[config.mk]
export PLATFORM = sky130hd
export DESIGN_NAME = ksa_swap_fsm_flat
export DESIGN_NICKNAME = d
export VERILOG_FILES = /design/src/rtl/rc4_pkg.sv /design/src/rtl/ksa_swap_fsm_if.sv /design/src/rtl/ksa_key_byte_sel.sv /design/src/rtl/ksa_swap_fsm.sv /design/src/flat_wrapper.sv
export SDC_FILE = /design/constraint.sdc
export NUM_CORES = 1
export LEC_CHECK = 0
export CORE_MARGIN = 4
export CORE_UTILIZATION = 58
export CTS_CLUSTER_DIAMETER = 150
export DETAILED_ROUTE_END_ITERATION = 8
export PLACE_DENSITY_LB_ADDON = 0.2
export SKIP_CTS_REPAIR_TIMING = 1
export SLEW_MARGIN = 20
export SYNTH_ARGS = -nofsm -noshare
export SYNTH_HDL_FRONTEND = slang
export SYNTH_SLANG_ARGS = --single-unit
[constraint.sdc]
create_clock -name clk -period 7.6 [get_ports clk]
set_clock_uncertainty 0.15 [all_clocks]
set_input_delay 1.52 -clock clk [delete_from_list [all_inputs] [get_ports clk]]
set_output_delay 1.52 -clock clk [all_outputs]
set_load 0.01 [all_outputs]
[src/rtl/rc4_pkg.sv]
// Shared RC4 constants and the key-scheduling FSM state encoding.
package rc4_pkg;
  localparam int ADDR_W = 8;
  localparam int DATA_W = 8;
  localparam int S_SIZE = 256;

  typedef enum logic [3:0] {
    IDLE,
    READ_I,
    WAIT_I,
    READ_J,
    WAIT_J,
    WRITE_I,
    WRITE_J,
    NEXT,
    DONE
  } ksa_state_t;
endpackage

[src/rtl/ksa_swap_fsm_if.sv]
// Start/key handshake plus single-port S RAM bus of the KSA stage; master = the FSM.
interface ksa_swap_fsm_if #(
  parameter int KEY_BYTES = 3
);
  import rc4_pkg::*;

  logic                   start;
  logic [8*KEY_BYTES-1:0] secret_key;
  logic [DATA_W-1:0]      q;
  logic [ADDR_W-1:0]      address_out;
  logic [DATA_W-1:0]      data_out;
  logic                   write_out;
  logic                   busy;
  logic                   done;

  modport master (
    input  start, secret_key, q,
    output address_out, data_out, write_out, busy, done
  );

  modport slave (
    output start, secret_key, q,
    input  address_out, data_out, write_out, busy, done
  );
endinterface

[src/rtl/ksa_key_byte_sel.sv]
// Selects key byte k from the registered key, byte 0 being the most significant.
module ksa_key_byte_sel #(
  parameter int KEY_BYTES = 3,
  parameter int K_W       = 2
) (
  input  logic [8*KEY_BYTES-1:0] key_r,
  input  logic [K_W-1:0]         k,
  output logic [7:0]             key_byte
);
  always_comb begin
    key_byte = '0;
    for (int b = 0; b < KEY_BYTES; b++) begin
      if (k == K_W'(b)) key_byte = key_r[8*(KEY_BYTES-1-b) +: 8];
    end
  end
endmodule

[src/rtl/ksa_swap_fsm.sv]
// RC4 key schedule over the S RAM: 256 iterations of 5+2*READ_LATENCY cycles, done is sticky.
// KSA_SKIP_SELF_SWAP_EN: iterations with i==j skip both writes and go straight to NEXT.
module ksa_swap_fsm
  import rc4_pkg::*;
#(
  parameter int KEY_BYTES    = 3,
  parameter int READ_LATENCY = 1
) (
  input logic            clk,
  input logic            master_reset,
  ksa_swap_fsm_if.master bus
);
  localparam int K_W   = (KEY_BYTES > 1) ? $clog2(KEY_BYTES) : 1;
  localparam int LAT_W = (READ_LATENCY > 1) ? $clog2(READ_LATENCY) : 1;
  localparam logic [LAT_W-1:0]  LAT_LAST = LAT_W'(READ_LATENCY - 1);
  localparam logic [K_W-1:0]    K_LAST   = K_W'(KEY_BYTES - 1);
  localparam logic [ADDR_W-1:0] I_LAST   = ADDR_W'(S_SIZE - 1);

  ksa_state_t             state_q, state_d;
  logic [ADDR_W-1:0]      i_q, j_q;
  logic [K_W-1:0]         k_q;
  logic [DATA_W-1:0]      s_i_q, s_j_q;
  logic [8*KEY_BYTES-1:0] key_r;
  logic [LAT_W-1:0]       lat_q;
  logic                   lat_last;
  logic [7:0]             key_byte;

  assign lat_last = (lat_q == LAT_LAST);

  ksa_key_byte_sel #(
    .KEY_BYTES (KEY_BYTES),
    .K_W       (K_W)
  ) u_key_sel (
    .key_r    (key_r),
    .k        (k_q),
    .key_byte (key_byte)
  );

  always_ff @(posedge clk or negedge master_reset) begin
    if (!master_reset) state_q <= IDLE;
    else               state_q <= state_d;
  end

  always_comb begin
    state_d         = state_q;
    bus.address_out = j_q;
    bus.data_out    = '0;
    bus.write_out   = 1'b0;
    bus.busy        = 1'b1;
    bus.done        = 1'b0;
    case (state_q)
      IDLE: begin
        bus.busy = 1'b0;
        if (bus.start) state_d = READ_I;
      end
      READ_I: begin
        bus.address_out = i_q;
        state_d         = WAIT_I;
      end
      WAIT_I: if (lat_last) state_d = READ_J;
      READ_J: state_d = WAIT_J;
      WAIT_J: begin
        if (lat_last) begin
`ifdef KSA_SKIP_SELF_SWAP_EN
          state_d = (i_q == j_q) ? NEXT : WRITE_I;
`else
          state_d = WRITE_I;
`endif
        end
      end
      WRITE_I: begin
        bus.address_out = i_q;
        bus.data_out    = s_j_q;
        bus.write_out   = 1'b1;
        state_d         = WRITE_J;
      end
      WRITE_J: begin
        bus.data_out  = s_i_q;
        bus.write_out = 1'b1;
        state_d       = NEXT;
      end
      NEXT: state_d = (i_q == I_LAST) ? DONE : READ_I;
      DONE: begin
        bus.busy = 1'b0;
        bus.done = 1'b1;
      end
      default: state_d = IDLE;
    endcase
  end

  // Index, key and swap-operand registers advance alongside the state register.
  always_ff @(posedge clk or negedge master_reset) begin
    if (!master_reset) begin
      i_q   <= '0;
      j_q   <= '0;
      k_q   <= '0;
      s_i_q <= '0;
      s_j_q <= '0;
      key_r <= '0;
      lat_q <= '0;
    end else begin
      case (state_q)
        IDLE: begin
          if (bus.start) begin
            key_r <= bus.secret_key;
            i_q   <= '0;
            j_q   <= '0;
            k_q   <= '0;
            lat_q <= '0;
          end
        end
        WAIT_I: begin
          if (lat_last) begin
            s_i_q <= bus.q;
            j_q   <= j_q + bus.q + key_byte;
            lat_q <= '0;
          end else begin
            lat_q <= lat_q + LAT_W'(1);
          end
        end
        WAIT_J: begin
          if (lat_last) begin
            s_j_q <= bus.q;
            lat_q <= '0;
          end else begin
            lat_q <= lat_q + LAT_W'(1);
          end
        end
        NEXT: begin
          if (i_q != I_LAST) begin
            i_q <= i_q + ADDR_W'(1);
            k_q <= (k_q == K_LAST) ? '0 : k_q + K_W'(1);
          end
        end
        default: ;
      endcase
    end
  end
endmodule

[src/flat_wrapper.sv]
// flat-port wrapper written by rule: the top's interface ports become plain ports
module ksa_swap_fsm_flat import rc4_pkg::*;
#(
  parameter int KEY_BYTES    = 3,
  parameter int READ_LATENCY = 1
)
  (clk, master_reset, bus_start, bus_secret_key, bus_q, bus_address_out, bus_data_out, bus_write_out, bus_busy, bus_done);
  ksa_swap_fsm_if #(.KEY_BYTES(KEY_BYTES)) bus_i ();
  input logic clk;
  input logic master_reset;
  input wire logic [$bits(bus_i.start)-1:0] bus_start;
  input wire logic [$bits(bus_i.secret_key)-1:0] bus_secret_key;
  input wire logic [$bits(bus_i.q)-1:0] bus_q;
  output wire logic [$bits(bus_i.address_out)-1:0] bus_address_out;
  output wire logic [$bits(bus_i.data_out)-1:0] bus_data_out;
  output wire logic [$bits(bus_i.write_out)-1:0] bus_write_out;
  output wire logic [$bits(bus_i.busy)-1:0] bus_busy;
  output wire logic [$bits(bus_i.done)-1:0] bus_done;
  assign bus_i.start = bus_start;
  assign bus_i.secret_key = bus_secret_key;
  assign bus_i.q = bus_q;
  assign bus_address_out = bus_i.address_out;
  assign bus_data_out = bus_i.data_out;
  assign bus_write_out = bus_i.write_out;
  assign bus_busy = bus_i.busy;
  assign bus_done = bus_i.done;
  ksa_swap_fsm #(.KEY_BYTES(KEY_BYTES), .READ_LATENCY(READ_LATENCY)) u_core (.clk(clk), .master_reset(master_reset), .bus(bus_i));
endmodule
==> metrics.csv <==
metric;value;unit
status;finished clean;
data required time of the critical path;5930;ps
layout cells sized above 1;7.91;%
RSZ-0062 raised after global routing;false;
IO Count;54;
LEAKAGE;1.98;nW
final setup violation count;0;
final-stage net count;475;
crit path max fanout;15;
core outline area;5570;µm²
initial antenna violation count;0;
register area share after synthesis;45.9;%
Root Buffer;clkbuf_8;
Critical Path Source;u_core.state_q[1];
Layout area overhead;22.5;%
clock sinks;62;
TritonCTS clock tree;built;
largest cells by area after synthesis;dfrtp_1 (46%), nand2_1 (11%), fa_1 (4.7%);
RD Place Congestion;0.840;
R2R Setup Slk;4100;ps
post-DP HPWL;5.18;mm
CP arrival;2600;ps
top cell type by total area after synthesis;dfrtp_1;
Yosys reg bits;62;
most frequent cells after synthesis;nand2_1 (100), dfrtp_1 (62), nor2_1 (30);
worst reg-to-reg path cell count;12;
routed vias/inst;5.43;
clock-pin slew on the worst setup and hold paths;70;ps
Max-Cap Viols;0;
worst min-delay path category;reg -> reg;
Synth Flop Type;dfrtp_1;
most common cell in the netlist;nand2_1;
Min Clock Period, post-route;4270;ps
clk_lat worst skew;340;ps
via count;2727;
Fin. Hold Viols;0;
Worst setup EP type;output port;
area of the multi-input gates;1620;µm²
Max VDD drop;0.161;mV
worst-margin pin slew;947;ps
largest net degree at the start of global routing;63;
Synth Instances;379;
CP startpoint kind;flop;
Detailed Routing Iterations Pass 1;4;
residual DRC count;0;
achievable frequency;0.234;GHz
Post-Syn Area;3380;µm²
Die Y;84.3;µm
setup TNS;0;ps
Die ar.;7110;µm²
Final Cell Area;4140;µm²
GR Overflow Total;0;
Reg area;1550;µm²
worst hold margin;324;ps
critical path endpoint;bus_address_out[7];
Synth Net Count;429;
Max-slew headroom;36.7;%
reg2reg start;u_core.k_q[0];
final period utilization;56.2;%
Post-synth EDFFs;0;
total wire length;7.39;mm
initial core utilization;60.7;%
RR Endpoint;u_core.j_q[7];
Post-DP Area;3910;µm²
Fillers;421;
Num CTS Buffers;9;
die width;84.3;µm
WS Path Type;reg -> out;
Post-synth ARST share;100;%
Routed wire per std cell;14.7;µm
GRT Resource Usage Total;21.9;%
1st-iter DRT viols;175;
Max Buffers Root-to-Sink;2;
final core utilization;74.3;%
number of global-route vias before repair;2645;
Synth warnings;0;
Port Buffers;53;
Max Slew Vio Count;0;
std cell rows;27;
Final ANT Viol Nets;0;
Avg Cell Area, Syn;8.92;µm²
CTS H-tree depth;3;
Yosys top cell area share;45.9;%
first-pass GRT wire length;12.4;mm
Synth cell types;43;
n_diodes;0;
power density over the cells;210;nW/µm²
-- how the worst min path moves through the flow --
stage | endpoint | cells after the start | slack [ps] | start
3_3_place_gp | u_core.key_r[9] | 2 | 310 | u_core.key_r[9]
3_5_place_dp | u_core.key_r[22] | 2 | 310 | u_core.key_r[22]
2_1_floorplan | u_core.key_r[16] | 2 | 290 | u_core.key_r[16]
4_1_cts | u_core.key_r[6] | 2 | 330 | u_core.key_r[6]
6_report | u_core.key_r[22] | 2 | 320 | u_core.key_r[22]
5_1_grt | u_core.key_r[8] | 2 | 350 | u_core.key_r[8]
-- worst max-delay path, stage by stage (launching register included) --
cell and delay, ps:
dfrtp_1 500, nand2b_1 240, nor2_1 630, mux2_2 410
clkdlybuf4s50_1 480
-- kinds of logic (layout without fill, tap and decap cells) --
kind of cell	Yosys count	in the layout	synth area share [%]
buffers and inverters	49	100	6.29
muxes	20	20	6.29
adders and majority gates	15	15	7.33
AOI/OAI and AO/OA	58	58	10.5
DFF	62	62	45.9
and+or+nand+nor	164	164	20.8
xor gates and xnor gates	11	11	2.85
-- power breakdown --
| part | internal (mW) | total (mW) | switching [mW] |
|---|---|---|---|
| Clock | 0.211 | 0.332 | 0.121 |
| Combinational | 0.0935 | 0.181 | 0.0871 |
| Sequential | 0.346 | 0.357 | 0.0114 |
| Total | 0.651 | 0.870 | 0.219 |
-- state kept, by name, indices dropped and copies added, names as in the netlist --
signal / flops
u_core.j_q: 8
u_core.i_q: 8
u_core.s_i_q: 8
u_core.k_q: 2
u_core.state_q: 4
u_core.s_j_q: 8
u_core.key_r: 24
-- per-stage QoR --
stage / cells / total power, mW / worst slack, ps
final: 502 / 0.870 / 3330
after global routing: 502 / 0.911 / 3160
after CTS: 502 / 0.875 / 3310
after detailed placement: 486 / 0.544 / 3360
after global placement: 486 / 0.537 / 3490
after floorplan: 379 / 0.469 / 4110
-- metal layers --
metal | wire, µm | track usage (%)
met5 | 0 | 0
met4 | 227 | 8.63
met3 | 430 | 5.69
met2 | 3500 | 35.6
met1 | 3230 | 28.2
-- area by class of cell --
class	count	area share (%)
Clock inverter	3	1.57
Tap cell	72	2.17
Inverter	29	2.63
Multi-Input combinational cell	268	39.1
Clock buffer	13	4.08
Timing Repair Buffer	55	13.0
Sequential cell	62	37.5
-- placed cells by master (no fill, tap or decap), drive strengths merged, types with 2 or more instances in the layout --
cell type,synthesis,layout
nor2,31,31
fa,8,8
clkbuf,8,13
xnor2,5,5
nor3,3,3
a21o,2,2
bufinv,0,2
ha,7,7
buf,12,3
nand2,100,100
nand2b,4,4
nand3,14,14
xor2,6,6
nor2b,3,3
a21oi,12,12
a22oi,8,8
inv,29,29
mux2,10,10
clkdlybuf4s50,0,52
o21ai,24,24
nor3b,2,2
mux2i,10,10
a211oi,2,2
dfrtp,62,62
(Power assumes the default switching activity.)
